File: src/rtl/pipe_adder_pkg.sv
// Shared constants and helpers for the segmented pipelined adder/subtractor.
// Covers the default geometry, stage-count derivation, configuration check and flag math.
package pipe_adder_pkg;

    localparam int unsigned DEF_W   = 32;
    localparam int unsigned DEF_SEG = 8;

    function automatic int unsigned calc_nseg(input int unsigned w, input int unsigned seg);
        return (seg == 0) ? 0 : w / seg;
    endfunction

    // The segment must be non-empty, no wider than the operand, and divide it exactly.
    function automatic bit seg_cfg_ok(input int unsigned w, input int unsigned seg);
        return (seg >= 1) && (seg <= w) && ((w % seg) == 0);
    endfunction

    function automatic logic signed_ovf(input logic a_msb, input logic b_msb, input logic r_msb);
        return (a_msb == b_msb) && (r_msb != a_msb);
    endfunction

endpackage

File: src/rtl/pipe_adder_stage.sv
// One elastic pipeline stage: adds a single SEG-bit segment with the incoming carry,
// shifts the pending operand bits down and appends the new bits to the lower result.
module pipe_adder_stage
    import pipe_adder_pkg::*;
#(
    parameter int unsigned SEG  = 8,
    parameter int unsigned LO_W = 0,
    parameter int unsigned HI_W = 24
) (
    input  logic                        clk,
    input  logic                        reset,
    input  logic                        flush,
    input  logic                        up_vld,
    output logic                        up_rdy,
    output logic                        dn_vld,
    input  logic                        dn_rdy,
    input  logic                        carry_in,
    input  logic [1:0]                  sgn_in,
    input  logic [SEG+LO_W+HI_W-1:0]    a_in,
    input  logic [SEG+LO_W+HI_W-1:0]    b_in,
    input  logic [SEG+LO_W+HI_W-1:0]    lo_in,
    output logic                        carry_out,
    output logic [1:0]                  sgn_out,
    output logic [SEG+LO_W+HI_W-1:0]    a_out,
    output logic [SEG+LO_W+HI_W-1:0]    b_out,
    output logic [SEG+LO_W+HI_W-1:0]    lo_out
);

    localparam int unsigned W = SEG + LO_W + HI_W;
    localparam logic [W-1:0] ONES    = '1;
    localparam logic [W-1:0] HI_MASK = ONES >> (W - HI_W);
    localparam logic [W-1:0] LO_MASK = ONES >> (W - LO_W);

    logic           vld_reg;
    logic           carry_reg;
    logic [1:0]     sgn_reg;
    logic [W-1:0]   a_reg;
    logic [W-1:0]   b_reg;
    logic [W-1:0]   lo_reg;

    logic [SEG:0]   seg_sum;
    logic [W-1:0]   a_next;
    logic [W-1:0]   b_next;
    logic [W-1:0]   lo_next;
    logic           rdy;

    assign seg_sum = {1'b0, a_in[SEG-1:0]} + {1'b0, b_in[SEG-1:0]} + {{SEG{1'b0}}, carry_in};

    // Operand buses stay right-aligned: the next stage always adds bits [SEG-1:0].
    assign a_next  = (a_in >> SEG) & HI_MASK;
    assign b_next  = (b_in >> SEG) & HI_MASK;
    assign lo_next = (lo_in & LO_MASK) | (W'(seg_sum[SEG-1:0]) << LO_W);

    assign rdy    = !vld_reg || dn_rdy;
    assign up_rdy = rdy;

    always_ff @(posedge clk or posedge reset) begin
        if (reset) begin
            vld_reg   <= 1'b0;
            carry_reg <= 1'b0;
            sgn_reg   <= 2'b00;
            a_reg     <= '0;
            b_reg     <= '0;
            lo_reg    <= '0;
        end else if (flush) begin
            vld_reg <= 1'b0;
        end else if (rdy) begin
            vld_reg <= up_vld;
            if (up_vld) begin
                carry_reg <= seg_sum[SEG];
                sgn_reg   <= sgn_in;
                a_reg     <= a_next;
                b_reg     <= b_next;
                lo_reg    <= lo_next;
            end
        end
    end

    assign dn_vld    = vld_reg;
    assign carry_out = carry_reg;
    assign sgn_out   = sgn_reg;
    assign a_out     = a_reg;
    assign b_out     = b_reg;
    assign lo_out    = lo_reg;

endmodule

File: src/rtl/pipe_adder_p.sv
// Segmented pipelined adder/subtractor with per-stage valid/ready backpressure.
// NSEG stages each add one segment; carry, pending operands and signs ride along.
module pipe_adder_p
    import pipe_adder_pkg::*;
#(
    parameter int unsigned W   = DEF_W,
    parameter int unsigned SEG = DEF_SEG
) (
    input  logic            clk,
    input  logic            reset,
    input  logic            flush,
    input  logic            in_vld,
    output logic            in_rdy,
    input  logic            sub,
    input  logic [W-1:0]    x_0,
    input  logic [W-1:0]    x_1,
    output logic            out_vld,
    input  logic            out_rdy,
    output logic [W-1:0]    result,
    output logic            c_out,
    output logic            ovf
);

    localparam int unsigned NSEG = calc_nseg(W, SEG);

    generate
        if (!seg_cfg_ok(W, SEG)) begin : g_bad_cfg
            $error("pipe_adder_p: W must be a nonzero multiple of SEG");
        end
    endgenerate

    logic           vld_bus   [0:NSEG];
    logic           rdy_bus   [0:NSEG];
    logic           carry_bus [0:NSEG];
    logic [1:0]     sgn_bus   [0:NSEG];
    logic [W-1:0]   a_bus     [0:NSEG];
    logic [W-1:0]   b_bus     [0:NSEG];
    logic [W-1:0]   lo_bus    [0:NSEG];
    logic [W-1:0]   b_prime;
    logic           unused_tail;

    // Subtraction is A + ~B + 1: invert B and seed the carry chain with sub.
    assign b_prime      = sub ? ~x_1 : x_1;
    assign vld_bus[0]   = in_vld;
    assign carry_bus[0] = sub;
    assign sgn_bus[0]   = {x_0[W-1], b_prime[W-1]};
    assign a_bus[0]     = x_0;
    assign b_bus[0]     = b_prime;
    assign lo_bus[0]    = '0;
    assign rdy_bus[NSEG] = out_rdy;
    assign in_rdy       = rdy_bus[0];

    generate
        for (genvar gi = 0; gi < NSEG; gi++) begin : g_stage
            pipe_adder_stage #(
                .SEG  (SEG),
                .LO_W (gi * SEG),
                .HI_W (W - (gi + 1) * SEG)
            ) u_stage (
                .clk       (clk),
                .reset     (reset),
                .flush     (flush),
                .up_vld    (vld_bus[gi]),
                .up_rdy    (rdy_bus[gi]),
                .dn_vld    (vld_bus[gi+1]),
                .dn_rdy    (rdy_bus[gi+1]),
                .carry_in  (carry_bus[gi]),
                .sgn_in    (sgn_bus[gi]),
                .a_in      (a_bus[gi]),
                .b_in      (b_bus[gi]),
                .lo_in     (lo_bus[gi]),
                .carry_out (carry_bus[gi+1]),
                .sgn_out   (sgn_bus[gi+1]),
                .a_out     (a_bus[gi+1]),
                .b_out     (b_bus[gi+1]),
                .lo_out    (lo_bus[gi+1])
            );
        end
    endgenerate

    // The last stage has no pending operand bits; its buses are always zero.
    assign unused_tail = ^{a_bus[NSEG], b_bus[NSEG]};

    assign out_vld = vld_bus[NSEG];
    assign result  = lo_bus[NSEG];
    assign c_out   = carry_bus[NSEG];
    assign ovf     = signed_ovf(sgn_bus[NSEG][1], sgn_bus[NSEG][0], lo_bus[NSEG][W-1]);

endmodule

File: config.mk
export PLATFORM = sky130hd
export DESIGN_NAME = pipe_adder_p
export DESIGN_NICKNAME = d
export VERILOG_FILES = /design/src/rtl/pipe_adder_pkg.sv /design/src/rtl/pipe_adder_stage.sv /design/src/rtl/pipe_adder_p.sv
export SDC_FILE = /design/constraint.sdc
export NUM_CORES = 1
export LEC_CHECK = 0
export CORE_ASPECT_RATIO = 2
export CORE_MARGIN = 3
export CORE_UTILIZATION = 40
export CTS_BUF_LIST = sky130_fd_sc_hd__clkbuf_4 sky130_fd_sc_hd__clkbuf_8
export CTS_CLUSTER_DIAMETER = 50
export CTS_CLUSTER_SIZE = 14
export DETAILED_ROUTE_END_ITERATION = 10
export MAX_ROUTING_LAYER = met4
export RECOVER_POWER = 25
export SYNTH_ARGS = -nofsm -noshare
export SYNTH_HDL_FRONTEND = slang
export SYNTH_SLANG_ARGS = --single-unit
File: constraint.sdc
create_clock -name clk -period 12.9 [get_ports clk]
set_input_delay 1.29 -clock clk [delete_from_list [all_inputs] [get_ports clk]]
set_output_delay 1.29 -clock clk [all_outputs]
set_load 0.02 [all_outputs]
==> results of run 1 <==
-- Yosys cell counts --
master | instances | area, sq um
and3b_1 | 1 | 8.76
nand2b_1 | 1 | 6.26
buf_1 | 1 | 3.75
xor2_1 | 19 | 166
o2111ai_1 | 1 | 8.76
o31ai_1 | 3 | 22.5
nand3b_1 | 2 | 15.0
and3_1 | 2 | 12.5
dfrtp_1 | 186 | 4650
buf_4 | 2 | 15.0
or3_1 | 2 | 12.5
a211oi_1 | 7 | 52.6
nor2_1 | 13 | 48.8
a2111oi_0 | 2 | 17.5
nand4_1 | 2 | 12.5
mux2_1 | 17 | 191
nand2_1 | 219 | 822
a31o_2 | 2 | 17.5
a21oi_1 | 17 | 85.1
and4b_1 | 1 | 10.0
buf_2 | 11 | 55.1
nor3_1 | 10 | 50.1
a21o_1 | 9 | 67.6
xnor2_1 | 32 | 280
or3b_2 | 1 | 8.76
ha_1 | 28 | 350
o211ai_1 | 3 | 22.5
mux2_2 | 59 | 664
clkbuf_1 | 19 | 71.3
nor2b_1 | 6 | 37.5
o21a_1 | 4 | 30.0
and4_1 | 1 | 8.76
inv_1 | 12 | 45.0
o21bai_1 | 2 | 15.0
o21ai_0 | 58 | 290
fa_1 | 7 | 140
buf_6 | 2 | 22.5
a31oi_1 | 2 | 12.5
or3b_1 | 1 | 8.76
o31a_1 | 1 | 8.76
-- cell type report --
cell class | instances | area (sq um) | area share, %
Antenna cell | 1 | 2.50 | 0.0248
Clock buffer | 21 | 283 | 2.81
Clock inverter | 9 | 161 | 1.60
Inverter | 12 | 46.3 | 0.459
Multi-Input combinational cell | 535 | 3510 | 34.8
Sequential cell | 186 | 4650 | 46.2
Tap cell | 266 | 333 | 3.30
Timing Repair Buffer | 111 | 1090 | 10.8
-- sequential cells by signal (all words and copies together), names as in the netlist --
name / count
g_stage.u_stage.lo_out: 80
g_stage.u_stage.a_out: 45
g_stage.u_stage.b_out: 45
g_stage.u_stage.sgn_out: 8
g_stage.u_stage.carry_out: 4
g_stage.u_stage.dn_vld: 4
-- per-stage QoR --
stage | utilization [%] | cell area (sq um)
floorplan | - | 8370
global placement | 47.1 | 9630
detailed placement | 47.1 | 9630
CTS | 49.3 | 10100
global route | 49.2 | 10100
finish | 49.2 | 10100
-- power groups by stage --
stage / Sequential [mW] / Clock (mW) / Combinational (mW)
floorplan: 0.883 / 0 / 0.321
global placement: 0.859 / 0 / 0.531
detailed placement: 0.864 / 0 / 0.543
CTS: 0.853 / 0.446 / 0.546
global route: 0.875 / 0.470 / 0.607
finish: 0.849 / 0.433 / 0.533
-- cell families (layout without fill, tap and decap cells) --
kind of cell | Yosys count | count (layout) | share of synthesized area [%]
adder cells (fa/ha/maj) | 35 | 35 | 5.86
buffers and inverters | 47 | 153 | 2.54
flip-flops | 186 | 186 | 55.6
other | 0 | 1 | 0
AO/OA/AOI/OAI | 111 | 111 | 7.77
XOR/XNOR | 51 | 51 | 5.33
AND/OR/NAND/NOR | 262 | 262 | 12.7
multiplexers | 76 | 76 | 10.2
-- worst paths after layout --
kind	start	end	slack, ns	cells past startpoint
worst max-delay path	reset	g_stage[0].u_stage.b_out[15]	7.68	3
worst min-delay path	g_stage[2].u_stage.lo_out[16]	g_stage[3].u_stage.lo_out[16]	0.46	2
worst max register to register	g_stage[3].u_stage.dn_vld	g_stage[3].u_stage.carry_out	10.30	6
worst min register to register	g_stage[2].u_stage.lo_out[16]	g_stage[3].u_stage.lo_out[16]	0.46	2
max in group clk	out_rdy	in_rdy	8.81	4
min in group asynchronous	reset	g_stage[3].u_stage.sgn_out[0]	2.74	2
-- per-layer routing --
metal | global-route usage, % | vias up | wire (um)
met1 | 17.9 | 2699 | 6430
met3 | 2.84 | 21 | 502
li1 | - | 2742 | -
met5 | - | - | 0
met2 | 29.6 | 81 | 9390
met4 | 5.93 | 0 | 363
-- critical path: cells and delay by family --
family / cells / cell delay [ns]
buf+inv: 3 / 4.26
==> flow_summary.json, run 1 <==
{
  "outcome": "complete, but fails checks",
  "violations": "max-capacitance violations, max-slew violations",
  "wl_per_cell_um": 14.6,
  "final.setup.tns_ns": 0,
  "p_sw_mw": 0.562,
  "hpwl_um": 11200,
  "drt-total-wl_um": 16700,
  "routabilityCongestion": 0.776,
  "clk_latency_ns": 0.46,
  "start_util_pct": 40.9,
  "period_needed_ns": 5.22,
  "dp_slack_ns": 8.83,
  "synth_warnings": 0,
  "die_height_um": 211,
  "cts.clk_slew.worst_paths_ns": 0.08,
  "grt_pass1_wl_um": 28300,
  "drive_gt1_share_pct": 11.6,
  "endpoint_kind": "async pin",
  "io_pins": 106,
  "final_cell_count_no_fill": 1141,
  "final_common_cell": "nand2_1",
  "syn2layout_area_growth_pct": 20.4,
  "hold_class": "flip-flop to flip-flop",
  "clock_skew_ns": 0.0163,
  "p_clk_share_pct": 23.8,
  "max_freq_ghz": 0.191,
  "design_power_total_mw": 1.82,
  "cts_tree": "built",
  "layout_setup_ws_ns": 7.68,
  "yosys.cell_types.count": 40,
  "cp.required_ns": 13.36,
  "switching_share_pct": 30.9,
  "antenna_found_initial": 1,
  "pwr-share-seq_pct": 46.8,
  "rsz0062_at_grt": "no",
  "path_class": "primary input to async pin",
  "tightest_slew_ns": 4.75,
  "htree_levels": 4,
  "cts_root_buf": "clkbuf_8",
  "vdd_drop_max_mv": 0.0676,
  "path_max_fanout": 111,
  "leakagePower_nw": 4.73,
  "slowest_stage": "clkinvlp_2",
  "drc": 0,
  "cts_buffer_depth": 2,
  "cts_hold_buffers": 0,
  "first_iter_violations": 117,
  "cpPeakStageDelay_ns": 2.65,
  "synth_area_sq_mm": 0.00837,
  "die_w_um": 108,
  "yosysSeqAreaShare_pct": 55.6,
  "via_count": 5543,
  "numCtsBuffers": 17,
  "post_cts_buffers": 0,
  "cts_num_sinks": 186,
  "cp.arrival_ns": 5.68,
  "comb_power_share_pct": 29.4,
  "p_int_mw": 1.25,
  "antenna_left": 0,
  "synth_nets": 873,
  "synthCells": 768,
  "period_share_pct": 40.5,
  "setup_viol": 0,
  "hold_violations": 0,
  "path_cells": "dlygate4sd3_1, clkinvlp_2, buf_4",
  "core_sq_mm": 0.0205,
  "most-common-layout-cells": "219 x nand2_1, 186 x dfrtp_1, 102 x clkdlybuf4s50_1",
  "first_global_vias": 5711,
  "start_kind": "primary input",
  "io_buffers": 105,
  "synth-seq-cells": 186,
  "dp_cells": 1110,
  "num_rows": 74,
  "drv_slew": 112,
  "grt_max_degree": 112,
  "cap_violations": 1,
  "p_per_area_mw_per_mm2": 180,
  "max-slew-margin-rel_pct": -218,
  "grt-ovfl-total": 0,
  "cts_resized": 0,
  "finalNetCount": 968,
  "drt_first_pass_iters": 4,
  "vias_per_cell": 4.86,
  "holdWs_ns": 0.463,
  "nFillCells": 1899,
  "die-area_sq_mm": 0.0228,
  "track_usage_pct": 16.4,
  "syn_avg_cell_area_sq_um": 10.9
}
(Power assumes the default switching activity.)
==> run 2, diff against run 1 <==
==> constraint.sdc (replaced) <==
create_clock -name clk -period 5.4 [get_ports clk]
set_input_delay 0.54 -clock clk [delete_from_list [all_inputs] [get_ports clk]]
set_output_delay 0.54 -clock clk [all_outputs]
set_load 0.02 [all_outputs]
==> run 2 against run 1 <==
The flow still finishes with violations (max-capacitance violations, max-slew violations). Sequential share of layout area hardly changed. Via count decreased by 0.51%. Flip-flop and latch count is the same. First-iteration DRC count up 34%. Clock-buffer cell count down 1. Power increased by 140%. Combinational power up 140%. Setup slack worse by 5.0 ns. Utilization is essentially flat. Worst hold slack improved by 0.0079 ns.
==> flow_summary.json, run 2 (same netlist as run 1, synthesis figures left out) <==
{
  "cts_hold_buffers": 0,
  "min-delay-start": "g_stage[2].u_stage.lo_out[0]",
  "cts_tree": "built",
  "vias_per_cell": 4.83,
  "first_global_vias": 5514,
  "post_cts_buffers": 0,
  "max-slew-margin-rel_pct": -3.38,
  "htree_levels": 4,
  "cp.required_ns": 5.75,
  "num_rows": 74,
  "r2r_cells": 7,
  "die-area_sq_mm": 0.0228,
  "violations": "max-capacitance violations, max-slew violations",
  "period_needed_ns": 2.77,
  "hpwl_um": 11500,
  "grt-ovfl-total": 0,
  "reg2reg_setup_slack_ns": 2.82,
  "rsz0062_at_grt": "no",
  "antenna_found_initial": 0,
  "drive_gt1_share_pct": 11.9,
  "p_per_area_mw_per_mm2": 425,
  "cts.clk_slew.worst_paths_ns": 0.10,
  "min_path_cells": 2,
  "cp.arrival_ns": 3.12,
  "hold_violations": 0,
  "tightest_slew_ns": 1.54,
  "path_class": "primary input to flip-flop",
  "most-common-layout-cells": "219 x nand2_1, 186 x dfrtp_1, 102 x clkdlybuf4s50_1",
  "final.setup.tns_ns": 0,
  "min_to": "g_stage[3].u_stage.lo_out[0]",
  "hold_class": "flip-flop to flip-flop",
  "design_power_total_mw": 4.29,
  "critPathLaunch": "sub",
  "seq_area_sq_mm": 0.00465,
  "drt_first_pass_iters": 4,
  "cts_resized": 0,
  "drt-total-wl_um": 16700,
  "numCtsBuffers": 17,
  "setup_viol": 0,
  "multi_input_area_sq_mm": 0.00351,
  "clk_latency_ns": 0.47,
  "vdd_drop_max_mv": 0.161,
  "endpoint_kind": "flip-flop",
  "grt_max_degree": 99,
  "drv_slew": 34,
  "num_antenna_cells": 0,
  "grt_pass1_wl_um": 27800,
  "final_common_cell": "nand2_1",
  "leakagePower_nw": 4.73,
  "outcome": "complete, but fails checks",
  "cts_buffer_depth": 2,
  "regToRegEndpoint": "g_stage[1].u_stage.carry_out",
  "cap_violations": 1,
  "start_util_pct": 40.9,
  "io_pins": 106,
  "drc": 0,
  "largest_reg_flops": 80,
  "syn2layout_area_growth_pct": 20.3,
  "clock_skew_ns": 0.0132,
  "routabilityCongestion": 0.768,
  "start_kind": "primary input",
  "regToRegStartpoint": "g_stage[0].u_stage.a_out[0]",
  "die_w_um": 108,
  "path_max_fanout": 32,
  "cts_root_buf": "clkbuf_8",
  "io_buffers": 105,
  "max_freq_ghz": 0.362,
  "core_sq_mm": 0.0205,
  "first_iter_violations": 157,
  "nFillCells": 1875,
  "finalNetCount": 969,
  "track_usage_pct": 16.3,
  "die_height_um": 211,
  "wl_per_cell_um": 14.6,
  "via_count": 5515,
  "period_share_pct": 51.2,
  "cts_num_sinks": 186,
  "antenna_left": 0
}
[run 2: cell count changes in the layout (fill, tap and decap cells not counted)]
| cell | delta |
|---|---|
| clkinvlp_4 | +1 |
| clkinv_4 | +1 |
| inv_6 | +1 |
| clkinv_2 | +1 |
| clkbuf_8 | -2 |
| diode_2 | -1 |
| buf_12 | +1 |
| clkbuf_4 | +1 |
| bufinv_16 | -1 |
[run 2: per-stage QoR]
step	worst slack, ns	instances	hold slack (ns)	util [%]	cell area (sq um)
3_5_place_dp	2.09	1111	0.450	47.2	9650
2_1_floorplan	2.47	768	0.433	-	8380
4_1_cts	2.62	1143	0.474	49.2	10100
6_report	2.63	1143	0.471	49.2	10100
3_3_place_gp	2.13	1111	0.442	47.2	9650
5_1_grt	2.46	1143	0.493	49.2	10100
[run 2: area by class of cell]
cell class              count  area share [%]
multi-input cells         535            34.8
clock inverters            12            1.60
inverters                  12           0.460
flip-flops and latches    186            46.2
well taps                 266            3.30
repair buffers            112            11.0
clock buffers              20            2.61
[run 2: worst max-delay path, cell delays in order]
cell and delay (ns):
buf_2 0.76, xor2_1 0.24, fa_1 0.50, a211oi_1 0.25, o21bai_1 0.11, a21o_1 0.20
a2111oi_0 0.41, nor3_1 0.09
[run 2: where the power goes]
| part | leakage, nW | switching [mW] | internal, mW | total, mW |
|---|---|---|---|---|
| combinational | 2.18 | 0.620 | 0.650 | 1.27 |
| clock | 0.208 | 0.496 | 0.486 | 0.981 |
| sequential | 2.35 | 0.237 | 1.80 | 2.03 |
[run 2: per-layer routing]
metal  track usage, %  vias to the layer above  routed length [um]
li1                 -                     2754                   -
met3             3.76                       20                 587
met2             29.2                       93                9410
met5                -                        -                   0
met1             17.7                     2648                6440
met4             5.14                        0                 226
[run 2: how the worst max path moves through the flow]
| stage | end | slack [ns] |
|---|---|---|
| 6_report | g_stage[0].u_stage.carry_out | 2.63 |
| 5_1_grt | g_stage[3].u_stage.carry_out | 2.46 |
| 4_1_cts | g_stage[0].u_stage.carry_out | 2.62 |
| 3_5_place_dp | g_stage[0].u_stage.carry_out | 2.09 |
| 3_3_place_gp | g_stage[0].u_stage.carry_out | 2.13 |
| 2_1_floorplan | g_stage[0].u_stage.a_out[0] | 2.47 |
==> run 3, diff against run 2 <==
==> constraint.sdc (replaced) <==
create_clock -name clk -period 2.5 [get_ports clk]
set_input_delay 0.25 -clock clk [delete_from_list [all_inputs] [get_ports clk]]
set_output_delay 0.25 -clock clk [all_outputs]
set_load 0.02 [all_outputs]
==> run 3 against run 2 <==
Non-clock buffer count grew 22. Highest routed layer unchanged. Global-route usage grew 0.46 points. First-iteration DRC count shrank 13%. Setup slack lost 2.5 ns. Final area grew 2.0%. Sequential share of layout area shrank 0.89 points. Cell count grew 1.9%. Register-to-register slack lost 2.7 ns. Clock skew is essentially flat. Largest cell class unchanged. The run now ends clean. Die area is the same. Critical endpoint is now g_stage[1].u_stage.carry_out. Via count grew 2.4%. Critical path type is now flip-flop to flip-flop. Power grew 120%.
==> flow_summary.json, run 3 (same netlist as run 1, synthesis figures left out) <==
{
  "die_height_um": 211,
  "setup_viol": 0,
  "largest_reg_flops": 80,
  "core_sq_mm": 0.0205,
  "dp_slack_ns": -0.256,
  "antenna_left": 0,
  "hold_violations": 0,
  "hpwl_um": 12400,
  "start_kind": "flip-flop",
  "period_needed_ns": 2.34,
  "leakagePower_nw": 4.85,
  "max-slew-margin-rel_pct": 22.8,
  "drv_slew": 0,
  "cp.required_ns": 2.85,
  "htree_levels": 4,
  "vdd_drop_max_mv": 0.491,
  "grt_util_met2_pct": 29.8,
  "cts_root_buf": "clkbuf_8",
  "rsz0062_at_grt": "no",
  "grt-ovfl-total": 0,
  "die-area_sq_mm": 0.0228,
  "final_area_sq_mm": 0.0103,
  "cap_violations": 0,
  "grt_use_met3_pct": 3.30,
  "vias_per_cell": 4.85,
  "io_pins": 106,
  "num_rows": 74,
  "cts_buffer_depth": 2,
  "layout_setup_ws_ns": 0.157,
  "cts_tree": "built",
  "most-common-layout-cells": "219 x nand2_1, 186 x dfrtp_1, 103 x clkdlybuf4s50_1",
  "clk_latency_ns": 0.47,
  "path_max_fanout": 2,
  "cts_num_sinks": 186,
  "numCtsBuffers": 17,
  "seq_area_sq_mm": 0.00465,
  "period_share_pct": 93.7,
  "finalNetCount": 991,
  "routabilityCongestion": 0.792,
  "drt_first_pass_iters": 4,
  "track_usage_pct": 16.8,
  "first_global_vias": 5814,
  "cts.clk_slew.worst_paths_ns": 0.09,
  "multi_input_area_sq_mm": 0.00352,
  "via_count": 5648,
  "path_class": "flip-flop to flip-flop",
  "final_common_cell": "nand2_1",
  "wl_per_cell_um": 14.6,
  "start_util_pct": 40.9,
  "io_buffers": 105,
  "drt-total-wl_um": 17000,
  "grt_pass1_wl_um": 28700,
  "max_freq_ghz": 0.427,
  "syn2layout_area_growth_pct": 22.7,
  "outcome": "completed",
  "first_iter_violations": 136,
  "hold_class": "primary input to flip-flop",
  "tightest_slew_ns": 1.15,
  "use_met1_pct": 18.4,
  "placed_area_sq_mm": 0.00988,
  "drive_gt1_share_pct": 14.0,
  "grt_max_degree": 55,
  "p_per_area_mw_per_mm2": 904,
  "antenna_found_initial": 0,
  "num_antenna_cells": 0,
  "globalRoute.busiestLayer": "met2",
  "endpoint_kind": "flip-flop",
  "die_w_um": 108,
  "cts_hold_buffers": 0,
  "clock_skew_ns": 0.0136,
  "drc": 0,
  "final.setup.tns_ns": 0,
  "cp.arrival_ns": 2.69,
  "nFillCells": 1892
}
-- run 3: cell types whose count changed in the layout (fill, tap and decap cells not counted), moves of 2 or more --
cell / change
buf_12: +2
clkbuf_8: +2
clkbuf_2: +2
inv_6: -3
clkbuf_1: +2
clkinv_2: +3
buf_4: +15
-- run 3: report_power, final --
group | leakage, nW | switching [mW] | internal (mW)
Sequential | 2.35 | 0.495 | 3.88
Clock | 0.215 | 1.05 | 1.08
Combinational | 2.29 | 1.35 | 1.44
Total | 4.85 | 2.89 | 6.40
-- run 3: area by class of cell --
cell class	count	share of cell area, %
Clock buffer	21	2.75
Clock inverter	11	1.39
Multi-Input combinational cell	535	34.3
Tap cell	266	3.24
Inverter	12	0.451
Sequential cell	186	45.3
Timing Repair Buffer	134	12.6
-- run 3: path summary, 6_finish.rpt --
kind / startpoint / to / slack, ns / cells past startpoint
worst max-delay path: g_stage[0].u_stage.a_out[0] / g_stage[1].u_stage.carry_out / 0.16 / 7
worst min-delay path: x_0[11] / g_stage[0].u_stage.a_out[3] / 0.30 / 3
worst max register to register: g_stage[0].u_stage.a_out[0] / g_stage[1].u_stage.carry_out / 0.16 / 7
worst min register to register: g_stage[2].u_stage.lo_out[3] / g_stage[3].u_stage.lo_out[3] / 0.47 / 2
max in group asynchronous: reset / g_stage[0].u_stage.a_out[13] / 0.53 / 3
min in group asynchronous: reset / g_stage[3].u_stage.lo_out[28] / 0.46 / 2
-- run 3: through the flow --
step	utilization [%]	hold WS [ns]	power [mW]	instances
floorplan	-	0.316	6.22	768
global placement	48.3	0.442	7.19	1133
detailed placement	48.3	0.452	7.29	1133
CTS	50.4	0.219	9.43	1165
global route	50.2	0.264	9.96	1165
finish	50.2	0.300	9.29	1165
-- run 3: layer usage --
layer	wire (um)	vias up
met3	470	18
li1	-	2805
met4	394	0
met5	0	-
met1	6680	2744
met2	9440	81
-- run 3: repair_timing --
| item | CTS | global route |
|---|---|---|
| buffers inserted | 0 | 0 |
| setup endpoints to repair | 1 | 1 |
| gates resized for setup | 1 | 3 |
-- run 3: critical path, stage by stage, from the launching register on --
cell       delay (ns)
dfrtp_1          0.41
fa_1             0.46
fa_2             0.37
a211oi_2         0.21
o21bai_1         0.11
a21o_1           0.22
a2111oi_2        0.37
nor3_1           0.08
